[src/rtl/esp8266_frame_rx_pkg.sv]
// Shared constants and state encodings for the ESP8266 receive path.
package esp8266_frame_rx_pkg;

   localparam logic [7:0] HDR0 = 8'hFF;
   localparam logic [7:0] HDR1 = 8'hFE;
   localparam logic [7:0] HDR2 = 8'hFD;
   localparam logic [7:0] HDR3 = 8'hFC;
   localparam int         FRAME_LEN = 9;

   typedef enum logic [3:0] {H0, H1, H2, H3, D1, D2, D3, D4, CK} parse_state_t;

   typedef enum logic [2:0] {RX_IDLE, RX_START, RX_DATA, RX_STOP, RX_WAIT_HI} rx_state_t;

endpackage

[src/rtl/esp8266_frame_rx_uart_byte_rx.sv]
// 8N1 UART byte receiver: 2-flop synchroniser, mid-bit sampling, stop-bit check.
module uart_byte_rx
   import esp8266_frame_rx_pkg::*;
#(
   parameter int BAUD_DIV = 434
) (
   input  logic       clk,
   input  logic       rst,
   input  logic       uart_rx,
   output logic       byte_valid,
   output logic [7:0] byte_data,
   output logic       frm_err
);

   localparam int CW = $clog2(BAUD_DIV);
   localparam logic [CW-1:0] HALF = CW'(BAUD_DIV / 2 - 1);
   localparam logic [CW-1:0] FULL = CW'(BAUD_DIV - 1);

   // [0] metastability flop, [1] synchronised line, [2] previous sample for edge detect
   logic [2:0]    rx_pipe;
   rx_state_t     state;
   logic [CW-1:0] cnt;
   logic [2:0]    bit_idx;
   logic [7:0]    shreg;

   wire rx      = rx_pipe[1];
   wire rx_prev = rx_pipe[2];

   always_ff @(posedge clk) begin
      if (rst) begin
         rx_pipe    <= 3'b111;
         state      <= RX_IDLE;
         cnt        <= '0;
         bit_idx    <= '0;
         shreg      <= '0;
         byte_valid <= 1'b0;
         byte_data  <= '0;
         frm_err    <= 1'b0;
      end else begin
         rx_pipe    <= {rx_pipe[1:0], uart_rx};
         byte_valid <= 1'b0;
         frm_err    <= 1'b0;
         case (state)
            RX_IDLE: begin
               if (rx_prev && !rx) begin
                  state <= RX_START;
                  cnt   <= '0;
               end
            end
            RX_START: begin
               if (cnt == HALF) begin
                  cnt <= '0;
                  if (rx) state <= RX_IDLE;
                  else begin
                     state   <= RX_DATA;
                     bit_idx <= '0;
                  end
               end else cnt <= cnt + 1'b1;
            end
            RX_DATA: begin
               if (cnt == FULL) begin
                  cnt     <= '0;
                  shreg   <= {rx, shreg[7:1]};
                  bit_idx <= bit_idx + 3'd1;
                  if (bit_idx == 3'd7) state <= RX_STOP;
               end else cnt <= cnt + 1'b1;
            end
            RX_STOP: begin
               if (cnt == FULL) begin
                  cnt <= '0;
                  if (rx) begin
                     byte_valid <= 1'b1;
                     byte_data  <= shreg;
                     state      <= RX_IDLE;
                  end else begin
                     frm_err <= 1'b1;
                     state   <= RX_WAIT_HI;
                  end
               end else cnt <= cnt + 1'b1;
            end
            RX_WAIT_HI: if (rx) state <= RX_IDLE;
            default:    state <= RX_IDLE;
         endcase
      end
   end

endmodule

[src/rtl/esp8266_frame_rx.sv]
// Hunts for FF FE FD FC d1 d2 d3 d4 x frames and presents XOR-checked payload.
// Optional inter-byte idle timeout: define ESP_RX_TIMEOUT_EN.
module esp8266_frame_rx
   import esp8266_frame_rx_pkg::*;
#(
   parameter int BAUD_DIV     = 434,
   parameter int TIMEOUT_BITS = 20
) (
   input  logic       clk,
   input  logic       rst,
   input  logic       uart_rx,
   output logic [7:0] d1,
   output logic [7:0] d2,
   output logic [7:0] d3,
   output logic [7:0] d4,
   output logic       frame_valid,
   output logic       chk_err,
   output logic       frm_err
);

   if (BAUD_DIV < 16) begin : g_bad_baud
      $error("BAUD_DIV must be at least 16");
   end
   if (TIMEOUT_BITS < 1) begin : g_bad_tmo
      $error("TIMEOUT_BITS must be at least 1");
   end

   logic            byte_valid;
   logic [7:0]      byte_data;
   logic            rx_frm_err;
   logic            tmo_hit;
   parse_state_t    state;
   logic [7:0]      xor_acc;
   logic [3:0][7:0] shadow;

   uart_byte_rx #(.BAUD_DIV(BAUD_DIV)) u_rx (
      .clk        (clk),
      .rst        (rst),
      .uart_rx    (uart_rx),
      .byte_valid (byte_valid),
      .byte_data  (byte_data),
      .frm_err    (rx_frm_err)
   );

   assign frm_err = rx_frm_err;

`ifdef ESP_RX_TIMEOUT_EN
   localparam int TMO_CYC = TIMEOUT_BITS * BAUD_DIV;
   localparam int TW      = $clog2(TMO_CYC + 1);
   logic [TW-1:0] tmo_cnt;

   always_ff @(posedge clk) begin
      if (rst) tmo_cnt <= '0;
      else if (byte_valid || state == H0) tmo_cnt <= '0;
      else if (!tmo_hit) tmo_cnt <= tmo_cnt + 1'b1;
   end

   assign tmo_hit = (tmo_cnt == TW'(TMO_CYC));
`else
   assign tmo_hit = 1'b0;
`endif

   always_ff @(posedge clk) begin
      if (rst) begin
         state       <= H0;
         xor_acc     <= '0;
         shadow      <= '0;
         d1          <= '0;
         d2          <= '0;
         d3          <= '0;
         d4          <= '0;
         frame_valid <= 1'b0;
         chk_err     <= 1'b0;
      end else begin
         frame_valid <= 1'b0;
         chk_err     <= 1'b0;
         if (rx_frm_err) state <= H0;
         else if (byte_valid) begin
            // Header states fall back to H1 on FF so a repeated FF never loses sync
            case (state)
               H0: state <= (byte_data == HDR0) ? H1 : H0;
               H1: state <= (byte_data == HDR1) ? H2 : (byte_data == HDR0) ? H1 : H0;
               H2: state <= (byte_data == HDR2) ? H3 : (byte_data == HDR0) ? H1 : H0;
               H3: begin
                  if (byte_data == HDR3) begin
                     state   <= D1;
                     xor_acc <= '0;
                  end else state <= (byte_data == HDR0) ? H1 : H0;
               end
               D1: begin shadow[0] <= byte_data; xor_acc <= xor_acc ^ byte_data; state <= D2; end
               D2: begin shadow[1] <= byte_data; xor_acc <= xor_acc ^ byte_data; state <= D3; end
               D3: begin shadow[2] <= byte_data; xor_acc <= xor_acc ^ byte_data; state <= D4; end
               D4: begin shadow[3] <= byte_data; xor_acc <= xor_acc ^ byte_data; state <= CK; end
               CK: begin
                  if (byte_data == xor_acc) begin
                     d1          <= shadow[0];
                     d2          <= shadow[1];
                     d3          <= shadow[2];
                     d4          <= shadow[3];
                     frame_valid <= 1'b1;
                  end else chk_err <= 1'b1;
                  state <= H0;
               end
               default: state <= H0;
            endcase
         end else if (tmo_hit) state <= H0;
      end
   end

endmodule

[config.mk]
export PLATFORM = sky130hd
export DESIGN_NAME = esp8266_frame_rx
export DESIGN_NICKNAME = d
export VERILOG_FILES = /design/src/rtl/esp8266_frame_rx_pkg.sv /design/src/rtl/esp8266_frame_rx_uart_byte_rx.sv /design/src/rtl/esp8266_frame_rx.sv
export SDC_FILE = /design/constraint.sdc
export NUM_CORES = 1
export LEC_CHECK = 0
export CORE_UTILIZATION = 50
export CTS_BUF_LIST = sky130_fd_sc_hd__clkbuf_8 sky130_fd_sc_hd__clkbuf_16
export CTS_CLUSTER_SIZE = 8
export DETAILED_ROUTE_END_ITERATION = 10
export PLACE_DENSITY = 0.7
export REMOVE_ABC_BUFFERS = 1
export SYNTH_ARGS = -nofsm -noshare
export SYNTH_HDL_FRONTEND = slang
export SYNTH_SLANG_ARGS = --single-unit
[constraint.sdc]
create_clock -name clk -period 2.4 [get_ports clk]
set_input_delay 0.6 -clock clk [delete_from_list [all_inputs] [get_ports clk]]
set_output_delay 0.6 -clock clk [all_outputs]
set_load 0.02 [all_outputs]
==> run summary <==
Core ar.: 0.009729 mm2
Max Slew Vio Count: 0
num rows: 36
synthesis-to-layout area growth: 20.92%
clk root buf: clkbuf_8
Final Routed Wirelength: 10450 um
layout cell share with drive strength beyond 1: 10.75%
die area: 0.01037 mm2
Setup Fix Bufs, Post-CTS: 0
CTS Hold Bufs: 0
gr usage total: 21.60%
Yosys warning count: 0
number of DRC markers in iteration 0: 181
Leak: 2.304 nW
final-stage net count: 581
path type of the worst min-delay path: flip-flop to flip-flop
status: finished, final reports clean
Synth Instances: 542
routed wl met2: 5276 um
IO Port Bufs: 37
DIE HEIGHT: 101.8 um
critical path class: flip-flop to flip-flop
Post-synth ARST share: 0%
Hold Fails Final Rpt: 0
fin crit share: 91.80%
startpoint types: flip-flop
WL met1: 4753 um
Die Wd: 101.8 um
Tot Pwr: 4.578 mW
grt ovf: 0
post-cts gate resize count: 0
Setup Skew: 0.008852 ns
Most used DFF post-synth: dfxtp_1
via count: 3779
crit-path max FO: 33
mean post-synth cell area: 9.190 um2
#FFs+latches synth: 114
Max Fclk: 453.9 MHz
first-pass GRT wire length: 17060 um
DR DRC count: 0
number of global-route vias before repair: 3526
endpoints failing setup: 0
Post-DP HPWL: 6933 um
Starting Density: 51.20%
synthesized cell area: 0.004981 mm2
RSZ-0062 raised after global routing: false
Pre-antenna DRT Iters: 5
number of library cell types mapped by synthesis: 57
Final Wtd Congestion: 0.8824
met3 WL: 322 um
CTS tree: yes
H-Tree Depth: 4
DR WL/cell: 14.53 um
Tightest Pin Transition: 0.6140 ns
number of synthesized flops with an enable pin: 0
critical path arrival: 2.63 ns
# IOs: 38
cts bufs inserted: 17
sequential share of the synthesized area: 45.82%
Final ANT Viol Nets: 0
Worst slew margin: 59.06%
clock transition at the registers of the reported paths: 0.06 ns
crit end category: flip-flop
ant diodes: 0
pin count of the biggest net entering global routing: 54
initial antenna violation count: 0
Tmin final: 2.203 ns
Pwr per Cell Area: 760.1 mW/mm2
Top Layer Used: met4
TritonCTS Sinks: 114
Required @ worst endpoint: 2.83 ns
Max clock buf depth: 2
Vias/cell: 5.256
fillcell total: 814
MaxCap Viol Count: 0
clk_lat worst skew: 0.51 ns
setup TNS: 0 ns
Max VDD drop: 618.4 uV
## path summary, 6_finish.rpt
path,from,endpoint,slack (ns),cells past startpoint
min,u_rx.rx_pipe[0],u_rx.rx_pipe[1],0.42,1
max reg2reg,u_rx.byte_data[0],d4[7],0.20,5
min reg2reg,u_rx.rx_pipe[0],u_rx.rx_pipe[1],0.42,1
max,u_rx.byte_data[0],d4[7],0.20,5
## worst max-delay path: stages (launching register included)
cell and delay, ns:
dfxtp_1 0.62, xor2_1 0.14, nor4_1 0.51, and4_2 0.36
buf_12 0.23, mux2i_1 0.24
## placed cells by master, fill, tap and decap left out, types with 10 or more instances in the layout
master           count
o211ai_1            10
a21oi_1             25
clkdlybuf4s50_1     36
nor2_1              64
dfxtp_1            114
buf_4               17
mux2i_1             81
clkbuf_16           16
nand2_1             90
## stage by stage
step | setup slack, ns | hold slack, ns | cells | utilization (%) | area, um2
floorplan | -0.02395 | 0.3895 | 498 | - | 4745
global placement | 0.2907 | 0.3928 | 687 | 55.97 | 5445
detailed placement | 0.2471 | 0.4127 | 687 | 55.97 | 5445
global route | 0.1328 | 0.4303 | 719 | 61.91 | 6023
finish | 0.1969 | 0.4221 | 719 | 61.91 | 6023
CTS | 0.1951 | 0.4276 | 719 | 61.91 | 6023
## cell usage after synthesis (3+ instances only)
| library cell | count | area share, % |
|---|---|---|
| dfxtp_1 | 114 | 46 |
| buf_4 | 7 | 1.1 |
| clkbuf_1 | 21 | 1.6 |
| nor2_1 | 64 | 4.8 |
| or3_1 | 3 | 0.38 |
| a21oi_1 | 25 | 2.5 |
| or2_0 | 8 | 1.0 |
| nand3_1 | 5 | 0.50 |
| nand2b_1 | 6 | 0.75 |
| inv_1 | 7 | 0.53 |
| ha_1 | 5 | 1.3 |
| mux2i_1 | 81 | 16 |
| o21ai_1 | 3 | 0.30 |
| o22ai_1 | 5 | 0.63 |
| or2_2 | 3 | 0.38 |
| nand2_1 | 90 | 6.8 |
| o21ai_0 | 3 | 0.30 |
| and2_1 | 3 | 0.38 |
| o211ai_1 | 10 | 1.5 |
| a211oi_1 | 3 | 0.45 |
| buf_6 | 4 | 0.90 |
| nor2b_1 | 5 | 0.63 |
| nor3_1 | 4 | 0.40 |
| nor4_1 | 3 | 0.38 |
| xor2_1 | 8 | 1.4 |
| buf_2 | 12 | 1.2 |
## cell type report
cell class / instances / area, um2 / area share (%)
Tap cell: 133 / 166.4 / 2.763
Inverter: 8 / 30.03 / 0.4985
Clock inverter: 13 / 136.4 / 2.264
Clock buffer: 19 / 441.7 / 7.333
Sequential cell: 114 / 2282 / 37.89
Timing Repair Buffer: 56 / 533.0 / 8.849
Multi-Input combinational cell: 376 / 2434 / 40.40
## registers in the layout (all words and copies together) (netlist names)
| register | cells |
|---|---|
| u_rx.state | 3 |
| chk_err | 1 |
| d4 | 8 |
| d1 | 8 |
| u_rx.bit_idx | 3 |
| xor_acc | 8 |
| frame_valid | 1 |
| u_rx.byte_valid | 1 |
| u_rx.frm_err | 1 |
| d2 | 8 |
| u_rx.byte_data | 8 |
| u_rx.shreg | 8 |
| d3 | 8 |
| shadow | 32 |
| u_rx.rx_pipe | 3 |
| state | 4 |
| u_rx.cnt | 9 |
## cell families (layout without fill, tap and decap cells)
kind of cell | Yosys count | after routing | share of synthesized area, %
AND/OR/NAND/NOR | 219 | 219 | 21.48
flip-flops | 114 | 114 | 45.82
multiplexers | 82 | 82 | 16.50
AO/OA/AOI/OAI | 62 | 62 | 8.189
buffers and inverters | 52 | 96 | 5.351
XOR/XNOR | 8 | 8 | 1.407
adder cells (fa/ha/maj) | 5 | 5 | 1.256
## routing by layer
layer	up-vias	track usage, %
li1	1926	-
met1	1776	25.49
met2	63	36.95
met3	14	5.677
met4	0	9.670
met5	-	0
## power by group
group	internal (mW)	leakage [nW]	switching (mW)	total, mW
Clock	1.53	0.281	0.863	2.39
Sequential	1.91	0.919	0.0242	1.94
Combinational	0.0958	1.10	0.158	0.253
Total	3.53	2.30	1.04	4.58
No activity file was read; power rests on OpenSTA's default activity.
